## src/rtl/fifo_pkg.sv

```systemverilog
// Shared helpers for the async-FIFO pointer blocks: depth derivation, default
// almost-full threshold and Gray/binary conversion on a 32-bit carrier.
package fifo_pkg;

  function automatic int unsigned depth_of(input int unsigned width);
    return 32'd1 << width;
  endfunction

  function automatic int unsigned af_level_default(input int unsigned width);
    return depth_of(width) - 32'd2;
  endfunction

  // Callers zero-extend into 32 bits and size-cast the result back.
  function automatic logic [31:0] bin2gray(input logic [31:0] bin);
    return bin ^ (bin >> 1);
  endfunction

  function automatic logic [31:0] gray2bin(input logic [31:0] gray);
    logic [31:0] bin;
    bin[31] = gray[31];
    for (int i = 30; i >= 0; i--) begin
      bin[i] = bin[i+1] ^ gray[i];
    end
    return bin;
  endfunction

endpackage

```

## src/rtl/gray2bin.sv

```systemverilog
// Combinational Gray-to-binary converter (XOR prefix from the MSB down).
module gray2bin #(
  parameter int unsigned WIDTH = 4
) (
  input  logic [WIDTH-1:0] i_gray,
  output logic [WIDTH-1:0] o_bin
);

  logic [WIDTH-1:0] w_bin;

  always_comb begin
    w_bin            = '0;
    w_bin[WIDTH-1]   = i_gray[WIDTH-1];
    for (int i = int'(WIDTH) - 2; i >= 0; i--) begin
      w_bin[i] = w_bin[i+1] ^ i_gray[i];
    end
  end

  assign o_bin = w_bin;

endmodule

```

## src/rtl/wptr_full_ctrl.sv

```systemverilog
// Write-side pointer of an async FIFO: binary/Gray write pointer, registered
// full, almost-full and level flags, and a sticky overflow error.
module wptr_full_ctrl
  import fifo_pkg::*;
#(
  parameter int unsigned WIDTH    = 3,
  parameter int unsigned AF_LEVEL = af_level_default(WIDTH)
) (
  input  logic           clk,
  input  logic           rst_n,
  input  logic           winc,
  input  logic [WIDTH:0] wq2_rptr,
  output logic           wen,
  output logic [WIDTH-1:0] waddr,
  output logic [WIDTH:0] wptr,
  output logic           wfull,
  output logic           walmost_full,
  output logic [WIDTH:0] wlevel,
  output logic           woverflow
);

  localparam int unsigned PtrW  = WIDTH + 1;
  localparam int unsigned DEPTH = depth_of(WIDTH);

  if (WIDTH < 2) begin : g_bad_width
    $error("wptr_full_ctrl: WIDTH must be at least 2");
  end
  if (AF_LEVEL > DEPTH) begin : g_bad_af
    $error("wptr_full_ctrl: AF_LEVEL must not exceed DEPTH");
  end

  logic [WIDTH:0] r_wbin;
  logic [WIDTH:0] r_wptr;
  logic           r_wfull;
  logic           r_walmost_full;
  logic [WIDTH:0] r_wlevel;
  logic           r_woverflow;

  logic           w_wen;
  logic [WIDTH:0] w_wbin_next;
  logic [WIDTH:0] w_wgray_next;
  logic [WIDTH:0] w_rbin;
  logic [WIDTH:0] w_full_match;
  logic [WIDTH:0] w_level_next;
  logic           w_full_next;
  logic           w_af_next;

  gray2bin #(
    .WIDTH (PtrW)
  ) u_rptr_gray2bin (
    .i_gray (wq2_rptr),
    .o_bin  (w_rbin)
  );

  // Full when the next write pointer sits exactly one lap ahead of the read pointer.
  assign w_full_match = {~wq2_rptr[WIDTH:WIDTH-1], wq2_rptr[WIDTH-2:0]};

  always_comb begin
    w_wen        = winc & ~r_wfull;
    w_wbin_next  = r_wbin + {{WIDTH{1'b0}}, w_wen};
    w_wgray_next = PtrW'(bin2gray(32'(w_wbin_next)));
    w_full_next  = (w_wgray_next == w_full_match);
    w_level_next = w_wbin_next - w_rbin;
    w_af_next    = (w_level_next >= PtrW'(AF_LEVEL));
  end

  always_ff @(posedge clk or negedge rst_n) begin
    if (!rst_n) begin
      r_wbin         <= '0;
      r_wptr         <= '0;
      r_wfull        <= 1'b0;
      r_walmost_full <= 1'b0;
      r_wlevel       <= '0;
      r_woverflow    <= 1'b0;
    end else begin
      r_wbin         <= w_wbin_next;
      r_wptr         <= w_wgray_next;
      r_wfull        <= w_full_next;
      r_walmost_full <= w_af_next;
      r_wlevel       <= w_level_next;
      r_woverflow    <= r_woverflow | (winc & r_wfull);
    end
  end

  assign wen          = w_wen;
  assign waddr        = r_wbin[WIDTH-1:0];
  assign wptr         = r_wptr;
  assign wfull        = r_wfull;
  assign walmost_full = r_walmost_full;
  assign wlevel       = r_wlevel;
  assign woverflow    = r_woverflow;

endmodule

```

## config.mk

```make
export PLATFORM = sky130hd
export DESIGN_NAME = wptr_full_ctrl
export DESIGN_NICKNAME = d
export VERILOG_FILES = /design/src/rtl/fifo_pkg.sv /design/src/rtl/gray2bin.sv /design/src/rtl/wptr_full_ctrl.sv
export SDC_FILE = /design/constraint.sdc
export NUM_CORES = 1
export LEC_CHECK = 0
export BUFFER_PORTS_ARGS = -buffer_cell sky130_fd_sc_hd__buf_4
export CAP_MARGIN = 20
export CORE_AREA = 5 5 49 51
export DETAILED_ROUTE_END_ITERATION = 8
export DIE_AREA = 0 0 54 56
export PLACE_DENSITY = 0.63
export SYNTH_ARGS = -nofsm -noshare
export SYNTH_HDL_FRONTEND = slang
export SYNTH_SLANG_ARGS = --single-unit
```

## constraint.sdc

```tcl
create_clock -name clk -period 2.91 [get_ports clk]
set_input_delay 0.291 -clock clk [delete_from_list [all_inputs] [get_ports clk]]
set_output_delay 0.291 -clock clk [all_outputs]
set_load 0.02 [all_outputs]
```

## Yosys cells after proc, flatten, opt, wreduce, memory -nomap -nowiden

Cells that the tools add are included.

- Output and inout port bits: 15
- Input port bits: 7
- Register bits after elaboration: 15
- Word-level logic and storage cells: 19

- Bitwise logic cells: 9
- Add/subtract/negate cells: 2
- Equality and inequality tests: 1
- $lt $le $gt $ge: 1

Operator list:

| operator | number |
|---|---|
| $add A4 B1 Y4 | 1 |
| $eq A4 B4 Y1 | 1 |
| $ge A4 B3 Y1 const B | 1 |
| $sub A4 B4 Y4 | 1 |
| $xor A4 B3 Y4 | 1 |
| $xor A1 B1 Y1 | 3 |
| $and A1 B1 Y1 | 2 |
| $not A2 Y2 | 1 |
| $not A1 Y1 | 1 |
| $or A1 B1 Y1 | 1 |

## Depth between registers and ports, before layout

- Word-level depth: 5
- Gate-level depth with buffers: 9
- Mapped depth without buffers: 9

## Hierarchy

A second synthesis with hierarchy kept.

- Cells, all modules: 61
- Area total of the unflattened synthesis: 785.8 um^2

Modules (own cells, without submodules):

| module | seq. area each (um^2) | instances | cells each | area an instance (um^2) |
|---|---|---|---|---|
| wptr_full_ctrl | 350.3 | 1 | 56 | 735.7 |
| gray2bin | 0.0 | 1 | 5 | 50.0 |

## Worst setup path before layout

OpenSTA, ideal clock, no wires.

- Kind: register to register
- Start: register r_wfull (netlist: wfull)
- End: register r_walmost_full (netlist: walmost_full)
- Path slack: 0.403 ns
- Period minus slack after synthesis: 2.507 ns
- Stages on the path, launching flop included: 10
- Path buffers: 0
- Data required time: 2.777 ns
- Arrival: 2.375 ns
- Library setup time: 0.133 ns
- Path through: dfrtp_1 > nor2b_1 > ha_1 > ha_1 > inv_1 > fa_1 > inv_1 > and3_1 > a31oi_1 > o211ai_1

- Cells in the longest elaborated chain, start to end: 5

Ends and longest elaborated chain:

| element | RTL line | text |
|---|---|---|
| from (decl) | wptr_full_ctrl.sv:34 | `logic r_wfull;` |
| from (signal assigned) | wptr_full_ctrl.sv:78 | `r_wfull <= w_full_next;` |
| $not A1 Y1 | wptr_full_ctrl.sv:59 | `w_wen = winc & ~r_wfull;` |
| $and A1 B1 Y1 | wptr_full_ctrl.sv:59 |  |
| via wen | wptr_full_ctrl.sv:13 | `output logic wen,` |
| $add A4 B1 Y4 | wptr_full_ctrl.sv:60 | `w_wbin_next = r_wbin + {{WIDTH{1'b0}}, w_wen};` |
| via w_wbin_next[1] | wptr_full_ctrl.sv:40 | `logic [WIDTH:0] w_wbin_next;` |
| $sub A4 B4 Y4 | wptr_full_ctrl.sv:63 | `w_level_next = w_wbin_next - w_rbin;` |
| via w_level_next[1] | wptr_full_ctrl.sv:44 | `logic [WIDTH:0] w_level_next;` |
| $ge A4 B3 Y1 | wptr_full_ctrl.sv:64 | `w_af_next = (w_level_next >= PtrW'(AF_LEVEL));` |
| via w_af_next | wptr_full_ctrl.sv:46 | `logic w_af_next;` |
| to (signal assigned) | wptr_full_ctrl.sv:79 | `r_walmost_full <= w_af_next;` |
| to (decl) | wptr_full_ctrl.sv:35 | `logic r_walmost_full;` |

The timed path passes the listed nets, and every way through them passes these cells.

## Worst setup path after layout

- Start: register r_wfull (netlist: wfull)
- End: register r_walmost_full (netlist: walmost_full)

- Cells in the longest elaborated chain, start to end: 5

Ends and longest elaborated chain:

| element | RTL line |
|---|---|
| $not A1 Y1 | wptr_full_ctrl.sv:59 |
| $and A1 B1 Y1 | wptr_full_ctrl.sv:59 |
| $add A4 B1 Y4 | wptr_full_ctrl.sv:60 |
| via w_wbin_next[1] | wptr_full_ctrl.sv:40 |
| $sub A4 B4 Y4 | wptr_full_ctrl.sv:63 |
| via w_level_next[1] | wptr_full_ctrl.sv:44 |
| $ge A4 B3 Y1 | wptr_full_ctrl.sv:64 |
| via w_af_next | wptr_full_ctrl.sv:46 |

The timed path passes the listed nets, and every way through them passes these cells.

==> summary.md <==
| Metric | Value |
|---|---|
| Final min period | `2.35 ns` |
| Worst-Skew Late Latency | `0.26 ns` |
| 1st-pass router iterations | `4` |
| Final core utilization | `49.4%` |
| Share of cells above drive strength 1 | `31.3%` |
| H-Tree Depth | `1` |
| DR WL/cell | `12.2 µm` |
| CP bufs+invs | `2` |
| Worst Hold Class | `input port to flop` |
| RSZ-0062 raised after global routing | `no` |
| Clock Path Buffers | `2` |
| Critical Path End Type | `flop` |
| Filler Cells Inserted | `181` |
| Hold_sp | `winc` |
| Syn_nets | `71` |
| CTS tree | `yes` |
| Final setup fails | `0` |
| Tightest Pin Transition | `0.416 ns` |
| Reg area | `350 µm²` |
| Final ANT Viol Nets | `0` |
| First-pass GRT wire length | `2350 µm` |
| Crit-path cells | `nor2b_1 -> ha_1 -> ha_1 -> inv_1 -> fa_1 -> inv_1 -> and3_1 -> a31oi_1 -> o211ai_1` |
| Arrival @ worst endpoint | `2.49 ns` |
| DRC | `0` |
| Yosys warning count | `0` |
| Sequential share of the synthesized area | `49.0%` |
| CP max stage delay | `0.57 ns` |
| Status | `finished, final reports clean` |
| Port bufs | `21` |
| Io pins | `22` |
| Reg clk slew, reported paths | `0.07 ns` |
| # nets final | `98` |
| Clk root buf | `clkbuf_4` |
| Synth Instances | `58` |
| Crit-path slowest cell | `fa_1` |
| Final Hold Fails | `0` |
| Crit path max-delay family | `adder cells` |
| Synthesized area per cell | `12.3 µm²` |
| Antenna diodes | `0` |
| Total global routing overflow | `0` |
| Maxcap violations | `0` |
| Vias in the first global route | `537` |
| Largest net degree at the start of global routing | `15` |
| Gates resized, CTS repair | `0` |
| Area leader, netlist | `dfrtp_1` |
| DR vias | `482` |
| Footprint of the multi-input gates | `339 µm²` |
| Reg-to-reg startpoint | `wfull` |
| Relative slew slack | `72.0%` |
| DR vias/cell | `4.38` |
| Clock sinks | `14` |
| Routability cong. | `0.680` |
| Total GRT Usage | `10.8%` |
| WL final | `1340 µm` |
| Launch point of the worst path | `wfull` |
| Synth Register Bits | `14` |
| Yosys top cell area share | `49.0%` |
| FP Rows | `16` |
| Setup TNS after final layout | `0 ns` |
| Final Skew | `0.00134 ns` |
| Core area | `1900 µm²` |
| Distinct cells, synth | `20` |
| TritonCTS Buffers | `3` |
| Area delta synth->final | `31.3%` |
| Placed wire-length estimate | `1110 µm` |
| DR iter-0 viols | `3` |
| Max-slew violation count | `0` |
| Worst Path Required | `3.05 ns` |
| Crit share post-route | `80.8%` |
| Critical path startpoint category | `flop` |
| Die Y | `56 µm` |
| Initial antenna violation count | `0` |
| Crit path max fanout | `6` |
| Die area | `3020 µm²` |
| Max Fclk | `425 MHz` |
| Ranking of synthesized cells by area | `dfrtp_1 (49%), xnor2_1 (12%), ha_1 (8.7%)` |
| Crit Path Class | `flop to flop` |
| Mapped Area | `716 µm²` |
| Final hold slack | `0.239 ns` |
| Die width | `54 µm` |
| Initial core utilization | `37.6%` |
## cells by family after synthesis
family / share of synthesized area, %
muxes: 1.40
DFF: 49.0
adders and majority gates: 11.5
buffers and inverters: 3.67
AOI/OAI and AO/OA: 9.79
xor gates and xnor gates: 20.6
and+or+nand+nor: 4.02
## worst register-to-register path: cells and delay by family (launching register included)
family,cells,cell delay (ns)
fa+ha+maj,3,1.20
flops,1,0.36
compound gates,2,0.25
simple gates,2,0.23
buf+inv,2,0.18
## cells in the final DEF, fill, tap and decap left out
cell type      count
buf_4             21
dfrtp_1           14
xnor2_1           10
inv_1              7
xor2_1             5
ha_1               5
clkbuf_4           3
nand3_1            2
a21o_1             2
xor2_2             1
a21boi_0           1
nor2b_1            1
a21oi_1            1
or3_1              1
a211oi_2           1
o22a_1             1
and3_1             1
a31oi_1            1
a211oi_1           1
mux2i_1            1
o211ai_1           1
fa_1               1
dlygate4sd3_1      1
## layout make-up
type	instances	area share [%]
clock buffers	3	2.40
inverters	7	2.80
multi-input cells	37	36.1
flip-flops and latches	14	37.3
well taps	27	3.60
repair buffers	22	17.8
## timing repair
action                    CTS  global route
hold buffers                1             0
setup buffers               0             0
hold endpoints to repair   14             0
## cells in the mapped netlist
cell and instances:
xnor2_1 10, nand3_1 2, mux2i_1 1, a21boi_0 1, ha_1 5, xor2_2 1, and3_1 1, nor2b_1 1
o22a_1 1, a211oi_2 1, xor2_1 5, o211ai_1 1, a21oi_1 1, a211oi_1 1, fa_1 1, inv_1 7
a21o_1 2, a31oi_1 1, dfrtp_1 14, or3_1 1
## path summary, 6_finish.rpt
| check | endpoint | slack [ns] | cells past startpoint |
|---|---|---|---|
| setup / recovery | walmost_full | 0.56 | 9 |
| hold / removal | woverflow | 0.24 | 2 |
| setup reg to reg | walmost_full | 0.56 | 9 |
| hold reg to reg | woverflow | 0.46 | 1 |
| max in group asynchronous | r_wbin[1] | 2.33 | 2 |
| min in group asynchronous | wptr[0] | 0.42 | 2 |
## stage by stage
step / instances / cell area (µm²) / worst slack, ns
finish: 110 / 940 / 0.560
global route: 110 / 940 / 0.345
CTS: 110 / 940 / 0.534
detailed placement: 106 / 907 / 0.403
global placement: 106 / 907 / 0.457
floorplan: 58 / 716 / 0.403
## flip-flops by register name, indices dropped and copies added, names as in the netlist
register and cells:
wfull 1, wptr 3, wlevel 4, r_wbin 4
walmost_full 1, woverflow 1
## metal layers
| layer | part of all wire, % | global-route usage (%) | vias up |
|---|---|---|---|
| met5 | 0 | 0 | - |
| met1 | 45 | 13.8 | 220 |
| met3 | 5.5 | 2.68 | 2 |
| met2 | 48 | 15.4 | 15 |
| li1 | - | - | 245 |
| met4 | 1.6 | 7.47 | 0 |
Power is not shown: default switching activity piles up to over one toggle a cycle in this logic, so the estimate is an artifact.
